`src/rtl/mem_port_arbiter_pkg.sv`:
```
// -----------------------------------------------------------------------------
// mem_port_arbiter_pkg
//   Shared definitions for the Mini SRC memory-port arbiter:
//   - FSM state encoding (IDLE / ACCESS / WAIT / DONE)
//   - grant-owner encoding (CPU / LD)
//   - default geometry of the 512 x 32 main memory
//   - helper to size the read-latency down-counter
// -----------------------------------------------------------------------------
package mem_port_arbiter_pkg;

  // Transaction sequencer states.
  typedef enum logic [1:0] {
    ST_IDLE   = 2'd0,
    ST_ACCESS = 2'd1,
    ST_WAIT   = 2'd2,
    ST_DONE   = 2'd3
  } state_e;

  // Grant owner; bit position also matches the request/grant vector index.
  typedef enum logic {
    OWN_CPU = 1'b0,
    OWN_LD  = 1'b1
  } owner_e;

  // Default memory geometry: 512 words of 32 bits, single-cycle read.
  localparam int unsigned ADDR_W_DEF = 9;
  localparam int unsigned DATA_W_DEF = 32;
  localparam int unsigned RD_LAT_DEF = 1;

  // Width of a counter that must hold values 0 .. lat-1 (never narrower than 1).
  function automatic int unsigned cnt_width(input int unsigned lat);
    return (lat > 1) ? $clog2(lat) : 1;
  endfunction

endpackage

```
`src/rtl/mem_port_arbiter_rr_arb2.sv`:
```
// -----------------------------------------------------------------------------
// rr_arb2
//   Two-way round-robin picker, purely combinational.
//   A sole requester always wins; on a tie the requester that was NOT granted
//   last wins, so two permanently-asserted requests alternate.
//
// Ports
//   req_i   [1:0]  request vector, bit 0 = CPU, bit 1 = LD
//   last_i         previous grantee (owner_e encoding: 0 = CPU, 1 = LD)
//   grant_o [1:0]  one-hot grant, all zero when nobody requests
// -----------------------------------------------------------------------------
module rr_arb2
  import mem_port_arbiter_pkg::*;
(
  input  logic [1:0] req_i,
  input  logic       last_i,
  output logic [1:0] grant_o
);

  // NOTE: combinational blocks assign every output a default before any
  // branching, so no path can leave a signal unassigned and infer a latch.
  always_comb begin
    grant_o = 2'b00;
    case (req_i)
      2'b01:   grant_o = 2'b01;
      2'b10:   grant_o = 2'b10;
      // Tie: hand the port to whoever did not have it last time.
      2'b11:   grant_o = (last_i == OWN_LD) ? 2'b01 : 2'b10;
      default: grant_o = 2'b00;
    endcase
  end

endmodule

```
`src/rtl/mem_port_arbiter.sv`:
```
// -----------------------------------------------------------------------------
// mem_port_arbiter
//   Shares the single-port Mini SRC main memory between the CPU datapath
//   (MAR/MDR) and the program loader / DMA port.  Each access is a
//   multi-cycle req/done transaction sequenced by a small FSM:
//
//     IDLE -> ACCESS -> [WAIT x RD_LAT, reads only] -> DONE -> IDLE
//
//   Requests are sampled only in IDLE; the winner's we/addr/wdata are latched
//   there, so later operand changes or a dropped request do not disturb the
//   transaction in flight.  Latency from the sampling edge to done is 2 cycles
//   for a write and 2+RD_LAT cycles for a read.
//
// Parameters
//   ADDR_W  word-address width            (default 9  -> 512 words)
//   DATA_W  data width                    (default 32)
//   RD_LAT  RAM read latency in cycles    (>= 1)
//
// Ports
//   clk_i                   system clock, all state on the rising edge
//   reset_ni                asynchronous active-low reset
//   cpu_req_i/we_i/addr_i/wdata_i   CPU request + operands, held until done
//   cpu_rdata_o             CPU read data, valid while cpu_done_o = 1
//   cpu_done_o              one-cycle CPU completion pulse
//   ld_req_i/we_i/addr_i/wdata_i    loader request + operands
//   ld_rdata_o              loader read data, valid while ld_done_o = 1
//   ld_done_o               one-cycle loader completion pulse
//   ram_en_o / ram_we_o     RAM access strobe / write enable (qualified by en)
//   ram_addr_o / ram_wdata_o        RAM address / write data
//   ram_rdata_i             RAM read data, valid RD_LAT cycles after ram_en_o
//   busy_o                  1 whenever the FSM is not in IDLE
//   owner_o                 current / last grantee, 0 = CPU, 1 = LD
// -----------------------------------------------------------------------------
module mem_port_arbiter
  import mem_port_arbiter_pkg::*;
#(
  parameter int unsigned ADDR_W = ADDR_W_DEF,
  parameter int unsigned DATA_W = DATA_W_DEF,
  parameter int unsigned RD_LAT = RD_LAT_DEF
) (
  input  logic              clk_i,
  input  logic              reset_ni,
  // CPU port
  input  logic              cpu_req_i,
  input  logic              cpu_we_i,
  input  logic [ADDR_W-1:0] cpu_addr_i,
  input  logic [DATA_W-1:0] cpu_wdata_i,
  output logic [DATA_W-1:0] cpu_rdata_o,
  output logic              cpu_done_o,
  // Loader port
  input  logic              ld_req_i,
  input  logic              ld_we_i,
  input  logic [ADDR_W-1:0] ld_addr_i,
  input  logic [DATA_W-1:0] ld_wdata_i,
  output logic [DATA_W-1:0] ld_rdata_o,
  output logic              ld_done_o,
  // RAM port
  output logic              ram_en_o,
  output logic              ram_we_o,
  output logic [ADDR_W-1:0] ram_addr_o,
  output logic [DATA_W-1:0] ram_wdata_o,
  input  logic [DATA_W-1:0] ram_rdata_i,
  // Status
  output logic              busy_o,
  output logic              owner_o
);

  localparam int unsigned CNT_W = cnt_width(RD_LAT);

  // Value loaded into the WAIT down-counter; zero means "last WAIT cycle".
  localparam logic [CNT_W-1:0] WAIT_LOAD = CNT_W'(RD_LAT - 1);

  // ---------------------------------------------------------------------------
  // State
  // ---------------------------------------------------------------------------
  state_e              state_q, state_d;
  owner_e              owner_q, owner_d;      // current grantee, doubles as "last grant"
  logic                we_q, we_d;            // latched operands of the winner
  logic [ADDR_W-1:0]   addr_q, addr_d;
  logic [DATA_W-1:0]   wdata_q, wdata_d;
  logic [CNT_W-1:0]    cnt_q, cnt_d;          // remaining WAIT cycles minus one
  logic [DATA_W-1:0]   cpu_rdata_q, cpu_rdata_d;
  logic [DATA_W-1:0]   ld_rdata_q, ld_rdata_d;

  logic [1:0]          grant;

  // ---------------------------------------------------------------------------
  // Round-robin pick between the two requesters
  // ---------------------------------------------------------------------------
  rr_arb2 u_rr_arb2 (
    .req_i   ({ld_req_i, cpu_req_i}),
    .last_i  (owner_q),
    .grant_o (grant)
  );

  // ---------------------------------------------------------------------------
  // Next-state logic
  // ---------------------------------------------------------------------------
  always_comb begin
    state_d     = state_q;
    owner_d     = owner_q;
    we_d        = we_q;
    addr_d      = addr_q;
    wdata_d     = wdata_q;
    cnt_d       = cnt_q;
    cpu_rdata_d = cpu_rdata_q;
    ld_rdata_d  = ld_rdata_q;

    case (state_q)
      ST_IDLE: begin
        // Only IDLE looks at the request lines; the winner's operands are
        // frozen here for the whole transaction.
        if (grant[OWN_LD]) begin
          owner_d = OWN_LD;
          we_d    = ld_we_i;
          addr_d  = ld_addr_i;
          wdata_d = ld_wdata_i;
          state_d = ST_ACCESS;
        end else if (grant[OWN_CPU]) begin
          owner_d = OWN_CPU;
          we_d    = cpu_we_i;
          addr_d  = cpu_addr_i;
          wdata_d = cpu_wdata_i;
          state_d = ST_ACCESS;
        end
      end

      ST_ACCESS: begin
        if (we_q) begin
          state_d = ST_DONE;
        end else begin
          cnt_d   = WAIT_LOAD;
          state_d = ST_WAIT;
        end
      end

      ST_WAIT: begin
        if (cnt_q == '0) begin
          // Read data is valid on exactly this cycle; capture it for the
          // winner only, the other port's register keeps its old contents.
          if (owner_q == OWN_LD) begin
            ld_rdata_d  = ram_rdata_i;
          end else begin
            cpu_rdata_d = ram_rdata_i;
          end
          state_d = ST_DONE;
        end else begin
          cnt_d = cnt_q - 1'b1;
        end
      end

      ST_DONE: begin
        state_d = ST_IDLE;
      end

      default: begin
        state_d = ST_IDLE;
      end
    endcase
  end

  // ---------------------------------------------------------------------------
  // State registers
  // ---------------------------------------------------------------------------
  // NOTE: sequential state uses non-blocking assignments so every register
  // samples its _d value from before the edge, independent of statement order.
  always_ff @(posedge clk_i or negedge reset_ni) begin
    if (!reset_ni) begin
      state_q     <= ST_IDLE;
      owner_q     <= OWN_LD;        // CPU wins the first tie after reset
      we_q        <= 1'b0;
      addr_q      <= '0;
      wdata_q     <= '0;
      cnt_q       <= '0;
      cpu_rdata_q <= '0;
      ld_rdata_q  <= '0;
    end else begin
      state_q     <= state_d;
      owner_q     <= owner_d;
      we_q        <= we_d;
      addr_q      <= addr_d;
      wdata_q     <= wdata_d;
      cnt_q       <= cnt_d;
      cpu_rdata_q <= cpu_rdata_d;
      ld_rdata_q  <= ld_rdata_d;
    end
  end

  // ---------------------------------------------------------------------------
  // Outputs: decoded straight from registers, so an asynchronous reset drops
  // ram_en/ram_we and the done pulses immediately.
  // ---------------------------------------------------------------------------
  assign ram_en_o    = (state_q == ST_ACCESS);
  assign ram_we_o    = (state_q == ST_ACCESS) && we_q;
  assign ram_addr_o  = addr_q;
  assign ram_wdata_o = wdata_q;

  assign cpu_done_o  = (state_q == ST_DONE) && (owner_q == OWN_CPU);
  assign ld_done_o   = (state_q == ST_DONE) && (owner_q == OWN_LD);
  assign cpu_rdata_o = cpu_rdata_q;
  assign ld_rdata_o  = ld_rdata_q;

  assign busy_o      = (state_q != ST_IDLE);
  assign owner_o     = owner_q;

endmodule
```
`config.mk`:
```
export PLATFORM = sky130hd
export DESIGN_NAME = mem_port_arbiter
export DESIGN_NICKNAME = d
export VERILOG_FILES = /design/src/rtl/mem_port_arbiter_pkg.sv /design/src/rtl/mem_port_arbiter_rr_arb2.sv /design/src/rtl/mem_port_arbiter.sv
export SDC_FILE = /design/constraint.sdc
export NUM_CORES = 1
export LEC_CHECK = 0
export ABC_AREA = 1
export BUFFER_PORTS_ARGS = -buffer_cell sky130_fd_sc_hd__buf_2
export CAP_MARGIN = 20
export CELL_PAD_IN_SITES_DETAIL_PLACEMENT = 0
export CELL_PAD_IN_SITES_GLOBAL_PLACEMENT = 1
export CORE_AREA = 8 8 136 138
export CTS_CLUSTER_DIAMETER = 40
export DETAILED_ROUTE_END_ITERATION = 6
export DIE_AREA = 0 0 144 146
export PLACE_DENSITY_LB_ADDON = 0.15
export SLEW_MARGIN = 20
export SYNTH_ARGS = -nofsm -noshare
export SYNTH_HDL_FRONTEND = slang
export SYNTH_SLANG_ARGS = --single-unit
```
`constraint.sdc`:
```
create_clock -name clk_i -period 1.45 [get_ports clk_i]
set_input_delay 0.0725 -clock clk_i [delete_from_list [all_inputs] [get_ports clk_i]]
set_output_delay 0.0725 -clock clk_i [all_outputs]
set_load 0.1 [all_outputs]
```
## After elaboration in Yosys (flattened, before gate mapping)

Index checks and enable logic that the tools add are counted.

| word-level totals | value |
|---|---|
| register bits after elaboration | 110 |
| bits in latches | 0 |
| RAM bits | 0 |
| bits in read-only memories | 0 |
| input bits | 120 |
| output and inout port bits | 111 |
| logic and storage cells | 50 |
| memories | 0 |

| cells by class | value |
|---|---|
| $add $sub $neg | 1 |
| $mul | 0 |
| div/mod/pow operators | 0 |
| magnitude comparators | 0 |
| equality and inequality tests | 9 |
| shift-type cells | 0 |
| multiplexer cells | 18 |
| bitwise operators | 2 |
| reduce and logical (&&, ||, !) cells | 12 |

Operators with widths:

| kind | number |
|---|---|
| 32-bit 2-to-1 mux | 2 |
| 9-bit 2-to-1 mux | 2 |
| 2-bit == test, second input constant | 4 |
| 2-bit 2-to-1 mux | 4 |
| 2-bit case mux with 4 select lines | 1 |
| 1-bit 2-to-1 mux | 7 |
| 2-bit case mux with 3 select lines | 1 |
| 2-bit AND reduction | 3 |
| 3-bit AND reduction | 2 |
| 2-bit nonzero test | 3 |
| 2-bit by 1-bit == test with 1-bit output, second input constant | 2 |
| 2-bit inequality test, second input constant | 2 |
| 1-bit logical AND | 3 |
| 3-bit inequality test, second input constant | 1 |
| 2-bit logical NOT | 1 |
| 1-bit inverter | 2 |
| 1-bit case mux with 2 select lines | 1 |
| 1-bit subtractor, second input constant | 1 |

## Logic depth before layout (Yosys ltp)

Gate-level depths: netlist (run 1).

| logic depth | value |
|---|---|
| depth after elaboration | 5 |
| depth in mapped cells | 7 |
| mapped depth without buffers | 6 |

## Hierarchy

From an unflattened synthesis (run 1), not the netlist that was laid out.

| second synthesis, totals | value |
|---|---|
| cell total of the unflattened synthesis | 588 |
| area total of the unflattened synthesis | 4,763.3 um^2 |

By module, submodules not included:

| module | times used | cells each | area each (um^2) | seq. area each (um^2) |
|---|---|---|---|---|
| mem_port_arbiter | 1 | 583 | 4,742.0 | 2,728.9 |
| rr_arb2 | 1 | 5 | 21.3 | 0.0 |

## Worst setup path before layout (run 1)

No wires, ideal clock.

| timing path | value |
|---|---|
| path type | reg-to-output |
| from | register state_q[1] |
| to | output ram_we_o |
| arrival | 2.066 ns |
| required time | 1.378 ns |
| setup slack | -0.688 ns |
| cell stages (with the launch flop) | 5 |
| buffers on the path | 0 |
| cell sequence | dfrtp_1 inv_1 ha_1 nand2_1 inv_1 |

| on the way | value |
|---|---|
| longest elaborated chain between the ends | 2 |

RTL lines:

| item | RTL line | RTL |
|---|---|---|
| from (decl) | mem_port_arbiter.sv:76 | `state_e state_q, state_d;` |
| from (signal assigned) | mem_port_arbiter.sv:178 | `state_q <= state_d;` |
| 2-bit by 1-bit == test with 1-bit output | -- |  |
| net ram_en_o | mem_port_arbiter.sv:58 | `output logic ram_en_o,` |
| 1-bit logical AND | mem_port_arbiter.sv:194 | `assign ram_we_o = (state_q == ST_ACCESS) && we_q;` |
| to (decl) | mem_port_arbiter.sv:59 | `output logic ram_we_o,` |

The timed path passes the listed nets, and every way through them passes these cells.

## Final worst setup path (run 1)

| timing path | value |
|---|---|
| from | register state_q[1] |
| to | output ld_done_o |

| on the way | value |
|---|---|
| longest elaborated chain between the ends | 2 |

RTL lines:

| item | RTL line | RTL |
|---|---|---|
| 2-bit == test | mem_port_arbiter.sv:199 | `assign ld_done_o = (state_q == ST_DONE) && (owner_q == OWN_LD);` |
| 1-bit logical AND | mem_port_arbiter.sv:199 |  |
| to (decl) | mem_port_arbiter.sv:56 | `output logic ld_done_o,` |

No other way between the ends.

==> results.cfg, run 1 <==
[outcome]
status = finished with violations
failed_checks = negative setup slack

[yosys]
ys_top_cells_by_count = 158 x nand2_1, 121 x inv_1, 108 x dfrtp_1
post-synth-top-area-cell = dfrtp_1
synth_top_family_by_area = simple AND/OR/NAND/NOR gates
synthXorXnorAreaFrac_pct = 0
syn-cell-area_mm2 = 0.00543
synth_warnings = 0
synth-adder-area-share_pct = 0.922
synth_edf_count = 0
postSynthAreaPerCell_um2 = 8.65
synthTopCellsByArea = dfrtp_1 50%, nand2_1 11%, inv_1 8.4%
yosysSeqAreaShare_pct = 50.3
ys.flop_type = dfrtp_1
muxShareOfSynthArea_pct = 0
synthCells = 627
async_flop_share_pct = 100
synth_compound_area_share_pct = 6.39
synth_fp_nets = 751
synth_top_area_share_pct = 49.8
ys_ff_latch = 109
synth_cell_types = 20
synth_simple_gate_area_share_pct = 28.5
synth.most_common_cell = nand2_1

[clock_tree]
cts_tree = yes
clock_path_buffers = 2
clock_latency_ns = 0.35
clock-sinks = 109
clockRootBuffer = clkbuf_16
cts_buffers = 9
htreeDepth = 3
clkTransAtPathRegs_ns = 0.07

[worst_setup_path]
endpoint_kind = output pin
r2r_cells = 7
path_cells = buf_4, ha_4, nand2_4, clkinvlp_4, buf_12
cp_slowest_stage_delay_ns = 0.39
crit_type = register to output pin
slowest_stage = dfrtp_1
start_kind = register
reg2reg_setup_slack_ns = -0.01
cp.required_ns = 1.38
r2r-end = ram_addr_o[4]$_DFFE_PN0P_
crit_fanout = 3
crit_arrival_ns = 1.41
r2r-start = owner_o$_DFFE_PN1P_

[timing]
max_freq_ghz = 0.676
final_hold_viol_count = 0
worst-slew-pin-transition_ns = 0.507
finalClockSkew_ns = 0.00701
slew_viol_final = 0
setup-violations-final = 5
finalWorstSetupSlack_ns = -0.0285
fin_crit_sh_pct = 102
post-route-min-period_ns = 1.48
rsz0062_at_grt = true
slew_headroom_pct = 66.4

[detailed_routing]
vias_per_cell = 4.34
routed_wl_um = 16700
routedWlPerCell_um = 14.8
dr.pass1.iters = 4
final_antenna_net_count = 0
first_iter_violations = 227
drc_errors = 0
num_vias = 4912

[global_route]
grt_overflow = 0
first_global_vias = 5046
grt_first_pass_wirelength_um = 25700
grt_antenna_before_repair = 2
grtUsageTotal_pct = 15.5
grt_max_degree = 67

[floorplanning]
die_h_um = 146
ios = 231
die_area_mm2 = 0.0210
die_x_um = 144
start_util_pct = 33.3
core_mm2 = 0.0163
rows = 47

[final_layout]
utilization_pct = 49.4
final_nets = 1032
area_growth_pct = 48.2
antennaDiodeCount = 0
drive_above_1_share_pct = 42.4

[placement]
gp_congestion = 0.773
port_buffers = 230
hpwl_um = 12100

[worst_hold_path]
hold_path.class = input pin to register
hold_start = cpu_wdata_i[2]
holdPathEnd = ram_wdata_o[2]$_DFFE_PN0P_
whs_path_depth = 5

[run]
drv_cap = 0
==> what timing repair did <==
| item | in CTS | in global routing |
|---|---|---|
| cloned | 0 | 4 |
| buffers inserted | 6 | 3 |
| hold endpoints to repair | 178 | 0 |
| pin swaps | 2 | 18 |
| endpoints found under the setup margin | 28 | 46 |
| hold buffers | 38 | 0 |
| gates resized for setup | 13 | 27 |
==> stage by stage <==
stage	setup slack [ns]	hold slack [ns]	setup TNS, ns	instances	area (µm²)
6_report	-0.0285	0.0123	-0.0536	1132	8040
3_3_place_gp	0.0360	0.0865	0	1067	7040
3_5_place_dp	-0.0199	0.0883	-0.0621	1067	7040
5_1_grt	-0.0708	0.0158	-1.60	1132	8040
4_1_cts	-0.0434	0.00107	-0.0857	1126	7810
2_1_floorplan	-0.201	-0.223	-3.21	627	5520
==> registers in the layout, indices dropped and copies added, names as in the netlist <==
signal / cells
cpu_rdata_o: 32
we_q: 1
owner_o: 1
ram_wdata_o: 32
ram_addr_o: 9
state_q: 2
ld_rdata_o: 32
==> final cells by class <==
| class | instances | area [µm²] |
|---|---|---|
| Tap cell | 220 | 275 |
| Clock inverter | 6 | 41.3 |
| Inverter | 123 | 474 |
| Multi-Input combinational cell | 361 | 2120 |
| Clock buffer | 9 | 225 |
| Timing Repair Buffer | 304 | 2170 |
| Fill cell | 1578 | 8250 |
| Sequential cell | 109 | 2730 |
==> per-layer routing <==
layer | GRT usage [%] | vias to the layer above | share of wire, %
met4 | 5.63 | 4 | 2.0
met2 | 27.0 | 157 | 50
met3 | 4.36 | 23 | 7.9
li1 | - | 2473 | -
met5 | 0 | - | 0.12
met1 | 17.6 | 2255 | 40
==> cell families (layout without fill, tap and decap cells) <==
kind of cell             after synthesis  after routing
buffers and inverters                157            442
AO/OA/AOI/OAI                         67             67
flip-flops                           109            109
adder cells (fa/ha/maj)                4              4
AND/OR/NAND/NOR                      290            290
==> worst max-delay path by stage <==
stage	startpoint	endpoint	slack, ns
4_1_cts	state_q[1]$_DFFE_PN0P_	ld_done_o	-0.04
5_1_grt	state_q[1]$_DFFE_PN0P_	ld_done_o	-0.07
2_1_floorplan	state_q[1]$_DFFE_PN0P_	ram_we_o	-0.20
3_3_place_gp	state_q[0]$_DFFE_PN0P_	ram_wdata_o[5]$_DFFE_PN0P_	0.04
3_5_place_dp	state_q[0]$_DFFE_PN0P_	ram_wdata_o[10]$_DFFE_PN0P_	-0.02
6_report	state_q[1]$_DFFE_PN0P_	ld_done_o	-0.03
==> critical path, delay by kind of cell, from the launching register on <==
family	cells	cell delay, ns
AND/OR/NAND/NOR	1	0.06
buffers and inverters	3	0.42
adder cells (fa/ha/maj)	1	0.17
flip-flops	1	0.39
==> placed cells by master (no fill, tap or decap), types with 4 or more instances in the layout <==
cell type and instances:
buf_12 21, buf_2 223, buf_4 14, buf_6 4
clkbuf_16 13, dfrtp_1 108, dlygate4sd3_1 38, inv_1 116
inv_2 4, nand2_1 152, nand2_2 26, nand2_4 21
nand3_1 45, nand3_2 41, o21ai_1 66
Power of run 1 is left out: the tool's default activity adds up to more than one toggle a clock period on the data nets, which glitch-free logic cannot reach.
==> run 2: changes to the inputs <==
- ABC_AREA: 1 -> default
- CORE_AREA: 8 8 136 138 -> 8 8 125 127
- DIE_AREA: 0 0 144 146 -> 0 0 133 135
==> results.cfg, run 2 <==
[run]
drv_cap = 0

[global_route]
grt_max_degree = 39
use_met2_pct = 28.9
use_met1_pct = 18.5
grtUsageTotal_pct = 16.9
first_global_vias = 4728
grt_first_pass_wirelength_um = 24200
grt_antenna_before_repair = 1
met3_usage_pct = 5.94
grt_overflow = 0
gr-max-usage-layer = met2

[yosys]
synth_top_family_by_area = multiplexers
synth_warnings = 0
synthCells = 390
synth_edf_count = 0
synth_fp_nets = 514
async_flop_share_pct = 100
synth_simple_gate_area_share_pct = 11.3
synthXorXnorAreaFrac_pct = 0
synth.most_common_cell = dfrtp_1
muxShareOfSynthArea_pct = 15.9
synth_top_area_share_pct = 59.5
syn-cell-area_mm2 = 0.00454
post-synth-top-area-cell = dfrtp_1
synth_cell_types = 20
ys_top_cells_by_count = 108 x dfrtp_1, 86 x nand2_1, 62 x mux2_2
ys_ff_latch = 109
yosysSeqAreaShare_pct = 60.1
postSynthAreaPerCell_um2 = 11.6
synth_compound_area_share_pct = 7.30
synthTopCellsByArea = dfrtp_1 60%, mux2_2 15%, nand2_1 7.1%
ys.flop_type = dfrtp_1
synth-adder-area-share_pct = 1.10

[clock_tree]
clock_latency_ns = 0.34
htreeDepth = 3
clockRootBuffer = clkbuf_16
cts_tree = yes
cts_buffers = 9
clock_path_buffers = 2
clkTransAtPathRegs_ns = 0.07
clock-sinks = 109

[worst_setup_path]
cp_slowest_stage_delay_ns = 0.45
crit_fanout = 4
worst-path-buf-inv = 3
endpoint_kind = output pin
start_kind = register
crit_type = register to output pin
slowest_stage = dfrtp_2
crit_arrival_ns = 1.44
critical-path-top-delay-family = flip-flops
cp.required_ns = 1.38
path_cells = inv_2, buf_6, ha_4, and2_4, buf_12

[floorplanning]
rows = 43
ios = 231
die_h_um = 135
core_mm2 = 0.0136
die_x_um = 133
die_area_mm2 = 0.0180
start_util_pct = 33.4

[timing]
rsz0062_at_grt = true
slew_viol_final = 0
worst_hold_slack_ns = 0.0190
finalClockSkew_ns = 0.00475
final_hold_viol_count = 0
max_freq_ghz = 0.663
setup-violations-final = 50
fin_crit_sh_pct = 104
slew_headroom_pct = 65.7
post-route-min-period_ns = 1.51
finalWorstSetupSlack_ns = -0.0579
worst-slew-pin-transition_ns = 0.519

[placement]
placed_area_mm2 = 0.00612
hpwl_um = 9850
port_buffers = 230
numPlacedInstances = 794
gp_congestion = 0.724

[detailed_routing]
num_vias = 4350
routed_wl_um = 15800
routedWlPerCell_um = 16.7
dr.pass1.iters = 4
first_iter_violations = 184
final_antenna_net_count = 0
vias_per_cell = 4.61
drc_errors = 0

[final_layout]
final_common_cell = buf_2
drive_above_1_share_pct = 47.6
fillers = 1095
area_growth_pct = 78.7
final_nets = 883
fin_area_mm2 = 0.00812
final_cell_mix = 223 x buf_2, 117 x dlygate4sd3_1, 107 x dfrtp_1, 85 x nand2_1, 43 x a31oi_1
finalNonFillerCells = 944

[outcome]
status = finished with violations
failed_checks = negative setup slack

[worst_hold_path]
hold_path.class = input pin to register
[run 2: final timing paths]
check,startpoint,end,slack [ns],depth (start not counted)
max reg2reg,state_q[0]$_DFFE_PN0P_,cpu_rdata_o[10]$_DFFE_PN0P_,-0.05,6
min,ld_addr_i[0],ram_addr_o[0]$_DFFE_PN0P_,0.02,3
min reg2reg,ld_rdata_o[27]$_DFFE_PN0P_,ld_rdata_o[27]$_DFFE_PN0P_,0.50,1
max,state_q[1]$_DFFE_PN0P_,ram_we_o,-0.06,5
min in group asynchronous,reset_ni,ld_rdata_o[5]$_DFFE_PN0P_,0.18,2
max in group asynchronous,reset_ni,owner_o$_DFFE_PN1P_,0.67,3
[run 2: logic make-up after synthesis]
| group | Yosys count |
|---|---|
| buffers and inverters | 29 |
| AO/OA/AOI/OAI | 51 |
| multiplexers | 64 |
| adder cells (fa/ha/maj) | 4 |
| flip-flops | 109 |
| AND/OR/NAND/NOR | 133 |
[run 2: routing by layer]
metal / vias up / wire, µm
met1: 2080 / 6230
met2: 177 / 7900
li1: 2066 / -
met3: 27 / 1300
met5: - / 0
met4: 0 / 365
[run 2: worst min-delay path, delay by kind of cell]
family | cells | cell delay [ns]
compound gates | 1 | 0.08
buf+inv | 1 | 0.10
simple gates | 1 | 0.07
[run 2: layout make-up]
| type | count | area, µm² | area share [%] |
|---|---|---|---|
| repair buffers | 384 | 3020 | 37.2 |
| flip-flops and latches | 109 | 2730 | 33.7 |
| multi-input cells | 252 | 1820 | 22.4 |
| clock buffers | 10 | 239 | 2.94 |
| well taps | 180 | 225 | 2.77 |
| clock inverters | 5 | 61.3 | 0.755 |
| inverters | 3 | 13.8 | 0.170 |
| diodes | 1 | 2.50 | 0.0308 |
[run 2: what timing repair did]
| action | in CTS | in global routing |
|---|---|---|
| cloned | 4 | 5 |
| hold buffers | 117 | 0 |
| gates resized for setup | 40 | 27 |
| pin swaps | 3 | 3 |
| buffers inserted | 10 | 1 |
| endpoints found under the hold margin | 214 | 0 |
| endpoints found under the setup margin | 81 | 103 |
[run 2: metrics by stage]
| step | utilization [%] | setup slack, ns | setup TNS (ns) |
|---|---|---|---|
| finish | 59.6 | -0.0579 | -1.27 |
| global route | 59.6 | -0.116 | -6.85 |
| CTS | 58.2 | -0.0858 | -1.57 |
| detailed placement | 45.0 | -0.0889 | -3.87 |
| global placement | 45.0 | -0.0548 | -2.02 |
| floorplan | - | -0.202 | -13.02 |
Power of run 2 is left out for the same reason.
==> run 3: changes to the inputs <==
- BUFFER_PORTS_ARGS: -buffer_cell sky130_fd_sc_hd__buf_2 -> default
- CORE_AREA: 8 8 125 127 -> 8 8 116 118
- DIE_AREA: 0 0 133 135 -> 0 0 124 126
- DONT_BUFFER_PORTS: default -> 1
- SETUP_SLACK_MARGIN: default -> 0.3
==> results.cfg, run 3 (synthesis results as in run 2) <==
[outcome]
status = finished with violations
failed_checks = negative hold slack, negative setup slack

[detailed_routing]
met3_length_um = 1390
routed_wl_um = 17300
num_vias = 4080
vias_per_cell = 5.07
routedWlPerCell_um = 21.5
wl_met2_um = 8930
dr.pass1.iters = 6
drc_errors = 0
final_antenna_net_count = 0
routed.top_layer = met4
m1WireLength_um = 6480
first_iter_violations = 226

[worst_setup_path]
crit_fanout = 7
crit_type = register to register
endpoint_kind = register
cp.required_ns = 1.68
crit_arrival_ns = 1.74
r2r_cells = 7
start_kind = register

[placement]
port_buffers = 0
gp_congestion = 0.741
hpwl_um = 8900
dp_slack_ns = -0.116

[final_layout]
area_growth_pct = 80.8
final_nets = 776
fillers = 802
utilization_pct = 70.1
final_cell_mix = 118 x dlygate4sd3_1, 111 x buf_4, 107 x dfrtp_1, 84 x nand2_1, 53 x mux2_4
final_common_cell = dlygate4sd3_1
drive_above_1_share_pct = 42.2
multi_input_area_mm2 = 0.00205
seq_area_mm2 = 0.00273
antennaDiodeCount = 0

[timing]
slew_viol_final = 0
max_freq_ghz = 0.662
final_hold_viol_count = 109
finalClockSkew_ns = 0.00786
rsz0062_at_grt = true
post-route-min-period_ns = 1.51
worst_hold_slack_ns = -0.589
setup-violations-final = 78
worst-slew-pin-transition_ns = 0.294
slew_headroom_pct = 80.6
fin_crit_sh_pct = 104
finalWorstSetupSlack_ns = -0.0602

[floorplanning]
die_area_mm2 = 0.0156
die_x_um = 124
ios = 231
start_util_pct = 38.8
rows = 40
die_h_um = 126
core_mm2 = 0.0117

[clock_tree]
htreeDepth = 3
cts_buffers = 9
clock_path_buffers = 2
clock_latency_ns = 0.35
ctsHoldBuffers = 118
cts_tree = yes
clock-sinks = 109
clockRootBuffer = clkbuf_16
clkTransAtPathRegs_ns = 0.07

[global_route]
grt_first_pass_wirelength_um = 23100
grtUsageTotal_pct = 19.0
grt_overflow = 0
first_global_vias = 4434
grt_max_degree = 110
grt_antenna_before_repair = 0

[worst_hold_path]
hold_path.class = input pin to async pin

[run]
drv_cap = 0
[run 3: cell types whose count changed in the layout (fill, tap and decap cells not counted), sizes merged]
| cell | previous run | this run |
|---|---|---|
| clkinv | 1 | 2 |
| clkinvlp | 3 | 4 |
| diode | 1 | 0 |
| clkbuf | 15 | 19 |
| bufinv | 1 | 0 |
| dlygate4sd3 | 117 | 118 |
| buf | 262 | 150 |
[run 3: cell type report]
type                    instances  area share [%]
repair buffers                277            36.0
flip-flops and latches        109            33.3
clock buffers                  10            2.79
well taps                     147            2.24
clock inverters                 6           0.579
inverters                       3           0.213
multi-input cells             252            24.9
[run 3: worst max-delay path: stages, from the launching register on]
cell and delay [ns]:
dfrtp_2 0.46, inv_4 0.10, ha_4 0.18, o21a_4 0.19
buf_12 0.15, buf_12 0.11, buf_16 0.12, a31oi_1 0.09
[run 3: metrics by stage]
stage,hold WS (ns),cell area [µm²],cells,TNS (ns)
global route,-0.609,8210,804,-5.98
detailed placement,-0.219,5610,632,-3.29
CTS,-0.606,7630,789,-1.13
finish,-0.589,8210,804,-2.01
global placement,-0.219,5610,632,-2.18
floorplan,-0.223,4650,390,-13.01
[run 3: repair_timing]
item,in CTS,in global routing
endpoints found under the hold margin,217,109
resized for setup,59,65
setup endpoints to repair,114,116
gates cloned,8,12
buffers inserted,15,3
[run 3: path summary, 6_finish.rpt]
| kind | start | endpoint | slack, ns |
|---|---|---|---|
| min in group clk_i | cpu_req_i | ram_wdata_o[6]$_DFFE_PN0P_ | 0.21 |
| min | reset_ni | ld_rdata_o[6]$_DFFE_PN0P_ | -0.59 |
| min reg2reg | ld_rdata_o[1]$_DFFE_PN0P_ | ld_rdata_o[1]$_DFFE_PN0P_ | 0.51 |
| max in group asynchronous | reset_ni | owner_o$_DFFE_PN1P_ | 1.85 |
| max reg2reg | state_q[1]$_DFFE_PN0P_ | ram_wdata_o[14]$_DFFE_PN0P_ | -0.06 |
| max | state_q[1]$_DFFE_PN0P_ | ram_wdata_o[14]$_DFFE_PN0P_ | -0.06 |
[run 3: per-layer routing]
metal  up-vias  track usage, %
li1       1848               -
met1      2038            20.3
met2       165            33.7
met3        29            5.85
met4         0            7.70
met5         -               0
Power of run 3 is left out for the same reason.
